**src/rtl/store_buffer_pkg.sv**
```systemverilog
// Shared types and helpers for the posted-write store buffer: access types,
// FIFO entry layout, byte-lane masks and load-lane extraction.
package store_buffer_pkg;

  typedef enum logic [2:0] {
    DT_B  = 3'd0,
    DT_H  = 3'd1,
    DT_W  = 3'd2,
    DT_BU = 3'd4,
    DT_HU = 3'd5
  } mem_dt_e;

  typedef struct packed {
    logic [29:0] waddr;
    logic [1:0]  boff;
    mem_dt_e     dt;
    logic [31:0] data;
    logic [3:0]  mask;
  } sb_entry_t;

  // Misaligned halves/words are aligned down to their natural boundary.
  function automatic logic [1:0] align_off(input mem_dt_e dt, input logic [1:0] off);
    case (dt)
      DT_B, DT_BU: align_off = off;
      DT_H, DT_HU: align_off = {off[1], 1'b0};
      default:     align_off = 2'b00;
    endcase
  endfunction

  function automatic logic [3:0] dt_mask(input mem_dt_e dt, input logic [1:0] off);
    case (dt)
      DT_B, DT_BU: dt_mask = 4'b0001 << off;
      DT_H, DT_HU: dt_mask = 4'b0011 << {off[1], 1'b0};
      default:     dt_mask = 4'b1111;
    endcase
  endfunction

  // data is in word-lane position; result is right-aligned and extended.
  function automatic logic [31:0] lane_extract(input logic [31:0] data, input logic [3:0] mask,
                                               input logic [1:0] off, input mem_dt_e dt);
    logic [31:0] lanes;
    logic [31:0] sh;
    lanes = data & {{8{mask[3]}}, {8{mask[2]}}, {8{mask[1]}}, {8{mask[0]}}};
    sh    = lanes >> {align_off(dt, off), 3'b000};
    case (dt)
      DT_B:    lane_extract = {{24{sh[7]}}, sh[7:0]};
      DT_BU:   lane_extract = {24'd0, sh[7:0]};
      DT_H:    lane_extract = {{16{sh[15]}}, sh[15:0]};
      DT_HU:   lane_extract = {16'd0, sh[15:0]};
      default: lane_extract = sh;
    endcase
  endfunction

endpackage

```
**src/rtl/store_buffer_if.sv**
```systemverilog
// Core-side and memory-side signals of the store buffer. The master modport is the
// environment (core + memory), the slave modport is the buffer itself.
interface store_buffer_if;
  import store_buffer_pkg::*;

  logic [31:0] c_addr;
  logic [31:0] c_wd;
  logic        c_we;
  logic        c_re;
  mem_dt_e     c_dt;
  logic [31:0] c_rd;
  logic        c_stall;
  logic [31:0] m_addr;
  logic [31:0] m_wd;
  logic        m_we;
  mem_dt_e     m_dt;
  logic [31:0] m_rd;
  logic        empty;

  modport master (
    output c_addr, c_wd, c_we, c_re, c_dt, m_rd,
    input  c_rd, c_stall, m_addr, m_wd, m_we, m_dt, empty
  );

  modport slave (
    input  c_addr, c_wd, c_we, c_re, c_dt, m_rd,
    output c_rd, c_stall, m_addr, m_wd, m_we, m_dt, empty
  );

endinterface

```
**src/rtl/store_buffer_match.sv**
```systemverilog
// Youngest-overlap search over the store FIFO for the current load: reports a hit,
// whether that entry covers every loaded byte, and its slot index.
module store_buffer_match
  import store_buffer_pkg::*;
#(
  parameter int DEPTH = 4
) (
  input  logic [29:0]                waddr_i [DEPTH],
  input  logic [3:0]                 mask_i  [DEPTH],
  input  logic [DEPTH-1:0]           vld_i,
  input  logic [$clog2(DEPTH)-1:0]   wr_idx_i,
  input  logic [29:0]                laddr_i,
  input  logic [3:0]                 lmask_i,
  output logic                       hit_o,
  output logic                       cover_o,
  output logic [$clog2(DEPTH)-1:0]   idx_o
);
  localparam int AW = $clog2(DEPTH);

  logic [AW-1:0] pos_s;
  logic [3:0]    ov_s;

  // Walk oldest to youngest so the last match (the youngest store) wins.
  always_comb begin
    hit_o   = 1'b0;
    cover_o = 1'b0;
    idx_o   = '0;
    pos_s   = '0;
    ov_s    = 4'b0000;
    for (int k = DEPTH; k >= 1; k--) begin
      pos_s = wr_idx_i - AW'(k);
      ov_s  = mask_i[pos_s] & lmask_i;
      if (vld_i[pos_s] && (waddr_i[pos_s] == laddr_i) && (ov_s != 4'b0000)) begin
        hit_o   = 1'b1;
        cover_o = (ov_s == lmask_i);
        idx_o   = pos_s;
      end else begin
        hit_o = hit_o;
      end
    end
  end

endmodule

```
**src/rtl/store_buffer.sv**
```systemverilog
// Posted-write store buffer: retired stores queue in a FIFO and drain whenever the
// memory port is free; loads forward from the youngest fully covering store.
module store_buffer
  import store_buffer_pkg::*;
#(
  parameter int DEPTH = 4
) (
  input logic           clk,
  input logic           rst,
  store_buffer_if.slave bus
);
  localparam int AW = $clog2(DEPTH);

  sb_entry_t        ent_q [DEPTH];
  logic [DEPTH-1:0] vld_q, vld_d;
  logic [AW:0]      wr_ptr_q, wr_ptr_d, rd_ptr_q, rd_ptr_d;
  logic [29:0]      waddr_s [DEPTH];
  logic [3:0]       mask_s  [DEPTH];
  logic [AW-1:0]    rd_idx_s, wr_idx_s, hit_idx_s;
  logic [3:0]       lmask_s;
  logic             empty_s, full_s, hit_s, cover_s, hazard_s, enq_s, drain_s;
  sb_entry_t        new_s;

  assign rd_idx_s = rd_ptr_q[AW-1:0];
  assign wr_idx_s = wr_ptr_q[AW-1:0];
  assign empty_s  = (wr_ptr_q == rd_ptr_q);
  assign full_s   = (wr_ptr_q[AW] != rd_ptr_q[AW]) && (wr_idx_s == rd_idx_s);
  assign lmask_s  = dt_mask(bus.c_dt, bus.c_addr[1:0]);

  always_comb begin
    for (int i = 0; i < DEPTH; i++) begin
      waddr_s[i] = ent_q[i].waddr;
      mask_s[i]  = ent_q[i].mask;
    end
  end

  store_buffer_match #(.DEPTH(DEPTH)) u_match (
    .waddr_i  (waddr_s),
    .mask_i   (mask_s),
    .vld_i    (vld_q),
    .wr_idx_i (wr_idx_s),
    .laddr_i  (bus.c_addr[31:2]),
    .lmask_i  (lmask_s),
    .hit_o    (hit_s),
    .cover_o  (cover_s),
    .idx_o    (hit_idx_s)
  );

  // A partially covered load yields the port to the drain so the hazard clears.
  assign hazard_s = bus.c_re && hit_s && !cover_s;
  assign enq_s    = bus.c_we && !full_s;
  assign drain_s  = !empty_s && (!bus.c_re || hazard_s);

  always_comb begin
    new_s.waddr = bus.c_addr[31:2];
    new_s.boff  = align_off(bus.c_dt, bus.c_addr[1:0]);
    new_s.dt    = bus.c_dt;
    new_s.data  = bus.c_wd;
    new_s.mask  = lmask_s;
  end

  // Port mux, stall and forwarding datapath.
  always_comb begin
    bus.m_we    = rst && drain_s;
    bus.c_stall = rst && (hazard_s || (bus.c_we && full_s));
    bus.empty   = empty_s;
    if (drain_s) begin
      bus.m_addr = {ent_q[rd_idx_s].waddr, ent_q[rd_idx_s].boff};
      bus.m_wd   = ent_q[rd_idx_s].data;
      bus.m_dt   = ent_q[rd_idx_s].dt;
    end else begin
      bus.m_addr = bus.c_addr;
      bus.m_wd   = bus.c_wd;
      bus.m_dt   = bus.c_dt;
    end
    if (hit_s && cover_s) begin
      bus.c_rd = lane_extract(ent_q[hit_idx_s].data << {ent_q[hit_idx_s].boff, 3'b000},
                              ent_q[hit_idx_s].mask, bus.c_addr[1:0], bus.c_dt);
    end else begin
      bus.c_rd = bus.m_rd;
    end
  end

  // Pointer and valid-bit next state.
  always_comb begin
    wr_ptr_d = wr_ptr_q;
    rd_ptr_d = rd_ptr_q;
    vld_d    = vld_q;
    if (drain_s) begin
      rd_ptr_d           = rd_ptr_q + (AW+1)'(1);
      vld_d[rd_idx_s]    = 1'b0;
    end else begin
      rd_ptr_d = rd_ptr_q;
    end
    if (enq_s) begin
      wr_ptr_d           = wr_ptr_q + (AW+1)'(1);
      vld_d[wr_idx_s]    = 1'b1;
    end else begin
      wr_ptr_d = wr_ptr_q;
    end
  end

  // Control state; reset discards anything still buffered.
  always_ff @(posedge clk) begin
    if (!rst) begin
      wr_ptr_q <= '0;
      rd_ptr_q <= '0;
      vld_q    <= '0;
    end else begin
      wr_ptr_q <= wr_ptr_d;
      rd_ptr_q <= rd_ptr_d;
      vld_q    <= vld_d;
    end
  end

  // Entry payload storage.
  always_ff @(posedge clk) begin
    if (rst && enq_s) begin
      ent_q[wr_idx_s] <= new_s;
    end
  end

endmodule
```
**src/flat_wrapper.sv**
```systemverilog
// flat-port wrapper written by rule: the top's interface ports become plain ports
module store_buffer_flat import store_buffer_pkg::*;
#(
  parameter int DEPTH = 4
)
  (clk, rst, bus_c_addr, bus_c_wd, bus_c_we, bus_c_re, bus_c_dt, bus_m_rd, bus_c_rd, bus_c_stall, bus_m_addr, bus_m_wd, bus_m_we, bus_m_dt, bus_empty);
  store_buffer_if bus_i ();
  input logic clk;
  input logic rst;
  input wire logic [$bits(bus_i.c_addr)-1:0] bus_c_addr;
  input wire logic [$bits(bus_i.c_wd)-1:0] bus_c_wd;
  input wire logic [$bits(bus_i.c_we)-1:0] bus_c_we;
  input wire logic [$bits(bus_i.c_re)-1:0] bus_c_re;
  input wire logic [$bits(bus_i.c_dt)-1:0] bus_c_dt;
  input wire logic [$bits(bus_i.m_rd)-1:0] bus_m_rd;
  output wire logic [$bits(bus_i.c_rd)-1:0] bus_c_rd;
  output wire logic [$bits(bus_i.c_stall)-1:0] bus_c_stall;
  output wire logic [$bits(bus_i.m_addr)-1:0] bus_m_addr;
  output wire logic [$bits(bus_i.m_wd)-1:0] bus_m_wd;
  output wire logic [$bits(bus_i.m_we)-1:0] bus_m_we;
  output wire logic [$bits(bus_i.m_dt)-1:0] bus_m_dt;
  output wire logic [$bits(bus_i.empty)-1:0] bus_empty;
  assign bus_i.c_addr = bus_c_addr;
  assign bus_i.c_wd = bus_c_wd;
  assign bus_i.c_we = bus_c_we;
  assign bus_i.c_re = bus_c_re;
  assign bus_i.c_dt = bus_c_dt;
  assign bus_i.m_rd = bus_m_rd;
  assign bus_c_rd = bus_i.c_rd;
  assign bus_c_stall = bus_i.c_stall;
  assign bus_m_addr = bus_i.m_addr;
  assign bus_m_wd = bus_i.m_wd;
  assign bus_m_we = bus_i.m_we;
  assign bus_m_dt = bus_i.m_dt;
  assign bus_empty = bus_i.empty;
  store_buffer #(.DEPTH(DEPTH)) u_core (.clk(clk), .rst(rst), .bus(bus_i));
endmodule
```
**config.mk**
```make
export PLATFORM = sky130hd
export DESIGN_NAME = store_buffer_flat
export DESIGN_NICKNAME = d
export VERILOG_FILES = /design/src/rtl/store_buffer_pkg.sv /design/src/rtl/store_buffer_if.sv /design/src/rtl/store_buffer_match.sv /design/src/rtl/store_buffer.sv /design/src/flat_wrapper.sv
export SDC_FILE = /design/constraint.sdc
export NUM_CORES = 1
export LEC_CHECK = 0
export ABC_AREA = 1
export BUFFER_PORTS_ARGS = -buffer_cell sky130_fd_sc_hd__buf_2
export CORE_MARGIN = 3
export CORE_UTILIZATION = 45
export CTS_CLUSTER_SIZE = 25
export DETAILED_ROUTE_END_ITERATION = 6
export SYNTH_ARGS = -nofsm -noshare
export SYNTH_HDL_FRONTEND = slang
export SYNTH_SLANG_ARGS = --single-unit
```
**constraint.sdc**
```tcl
create_clock -name clk -period 10.8 [get_ports clk]
set_input_delay 1.08 -clock clk [delete_from_list [all_inputs] [get_ports clk]]
set_output_delay 1.08 -clock clk [all_outputs]
set_load 0.05 [all_outputs]
```
==> impl_metrics.toml <==
[layout]
syn_to_final_growth_pct = 11.0
post-route-util_pct = 51.0
drive_gt1_share_pct = 11.4
nNetsFinal = 3349

[cts]
cts_hold_buf = 0
post_cts_resize_count = 0
cts_max_path_buffers = 3
clk_latency_ps = 550
cts_tree = "built"
clkTransAtPathRegs_ps = 60
post_cts_buffers = 0
root_buffer = "clkbuf_16"
cts.sinks = 296
cts_buffers = 35
cts-htree-levels = 2

[power_and_ir_drop]
power.internal_mw = 2.40
clockPowerShare_pct = 30.5
power_density_nw_per_um2 = 170
combPwrFrac_pct = 36.3
finalPower_mw = 4.05
seq_power_share_pct = 33.2
switching_share_pct = 40.9
switchingPower_mw = 1.66
ir_worst_vdd_uv = 146
leakagePower_nw = 10.8

[worst_setup_path]
crit_path_end_kind = "output pin"
crit_required_ps = 9720
critical-path-slowest-cell = "dfxtp_4"
cp_max_fo = 65
crit_type = "flip-flop to output pin"
cp_common_cell = "nand2_1"
critPathArrivalTime_ps = 7700
crit_family = "simple AND/OR/NAND/NOR gates"
max_stage_delay_ps = 750
start_kind = "flip-flop"
path_buf_inv = 8

[timing]
fin_skew_ps = 12.9
setup_viol = 0
rsz0062_at_grt = "false"
min_period_ps = 8780
finalSetupTns_ps = 0
tightest_slew_ps = 1070
slew_violations = 0
timing_hold_violations_final = 0
slew-limit-headroom_pct = 28.4
fin_crit_sh_pct = 81.3
max_freq_ghz = 0.114

[detailed_routing]
drt-met1-wl_um = 34300
final_antenna_net_count = 0
viasPerCell = 5.89
vias = 22800
wl_met3_um = 5680
drt_wl_total_um = 84300
routed.top_layer = "met5"
wl_per_cell_um = 21.8
wl_met2_um = 40300
first_iter_violations = 2379
drtPass1Iterations = 7
drc = 0

[synth]
yosysSeqAreaShare_pct = 40.8
synthArstFlopShare_pct = 0
netlist.area_leader.share_pct = 39.6
yosysWarnings = 0
synth_seq_cells = 296
yosysTopAreaCell = "edfxtp_1"
synth_nets = 3251
synth_cell_types = 45
synth_edf_count = 284
yosys_most_used_dff = "edfxtp_1"
yosys-top-cells-area = "edfxtp_1 40%, nand2_1 21%, nand3_1 13%, nor2_1 5.1%, o21ai_0 4.7%"
synthCells = 3140
syn_area_per_cell_um2 = 6.85
synth_area_um2 = 21500

[grt]
grt_pass1_wl_um = 127000
grt_overflow_total = 0
grt_max_degree = 95
antenna_found_initial = 5
grt_pass1_vias = 21300
grt_util_all_layers_pct = 32.6

[placed_design]
hpwl_um = 60900
gp_congestion = 1.06
numPortBuffers = 204

[hold_path]
min_path_type = "flip-flop to flip-flop"

[run]
maxCapViolCount = 0

[floorplanning]
core_um2 = 46900
dieArea_um2 = 50500
ios = 205
die_x_um = 225
placementRows = 79
fp.dieH_um = 225
initial_core_util_pct = 45.9

[outcome]
status = "finished, final reports clean"
## layer usage
layer	vias to the layer above	GRT usage [%]
li1	10800	-
met1	10800	41.8
met2	1056	55.8
met3	201	4.23
met4	4	13.9
met5	-	0
## final timing paths
check	depth (start not counted)	to	startpoint	slack [ps]
max	34	bus_c_rd[22]	u_core.wr_ptr_q[0]	2020
min	2	u_core.wr_ptr_q[2]	u_core.wr_ptr_q[2]	480
max reg2reg	23	flip-flop	u_core.wr_ptr_q[0]	3950
min reg2reg	2	u_core.wr_ptr_q[2]	u_core.wr_ptr_q[2]	480
## state kept, by name (all words and copies together), names as in the netlist, named ones only
signal           flops
u_core.wr_ptr_q      3
u_core.ent_q       284
u_core.vld_q         4
u_core.rd_ptr_q      3
## cells in the mapped netlist, types with 8 or more instances
library cell	number
nand2_1	1201
a21oi_1	38
buf_4	14
clkbuf_1	68
nand3_2	17
o21ai_0	203
buf_2	71
nand3_1	563
o211ai_1	9
o22ai_1	70
nand4_1	34
nor2_1	292
ha_1	8
inv_1	126
or2_2	19
a21oi_2	11
xor2_1	10
inv_2	9
edfxtp_1	284
dfxtp_1	12
nand2_2	10
## cell families after synthesis
family / count (synthesis) / synth area share, %
compound gates: 348 / 8.95
xor+xnor: 12 / 0.489
fa+ha+maj: 8 / 0.465
buf+inv: 305 / 6.38
flops: 296 / 40.8
mux: 2 / 0.0931
simple gates: 2169 / 42.9
## stage by stage
step                      hold slack, ps  area, um2  instances  worst slack [ps]
after floorplan                      451      21500       3140              4840
after global placement               464      22700       3808              2830
after detailed placement             474      22700       3808              2710
after CTS                            484      23900       3871              2130
after global routing                 521      23900       3874              1460
final                                481      23900       3875              2020
## cell type report
type | count | area (um2)
fillers | 4701 | 23000
inverters | 138 | 524
clock buffers | 39 | 891
clock inverters | 24 | 300
repair buffers | 228 | 1200
well taps | 607 | 759
flip-flops and latches | 296 | 8780
diodes | 4 | 10.0
multi-input cells | 2539 | 11400
## power by group through the flow
stage,clock network (mW),registers (mW),logic (mW)
5_1_grt,1.30,1.35,1.59
3_3_place_gp,0,1.37,1.44
6_report,1.24,1.34,1.47
3_5_place_dp,0,1.37,1.45
4_1_cts,1.25,1.34,1.46
2_1_floorplan,0,1.34,1.04
## worst min-delay path: stages (launching register included)
cell and delay, ps:
dfxtp_1 320, inv_1 70, a21oi_1 50
## layout by cell type, fill, tap and decap left out, types with 10 or more instances in the layout
master,count
nand4_1,34
buf_4,24
xor2_1,10
a21oi_1,38
clkinv_1,10
nand3_1,563
inv_1,124
nand3_2,17
o21ai_0,202
nand2_1,1199
or2_2,19
a21oi_2,10
buf_2,204
edfxtp_1,284
nor2_1,288
nand2_2,12
o22ai_1,70
clkbuf_16,35
Note: power is estimated with default switching activity, not from simulation.
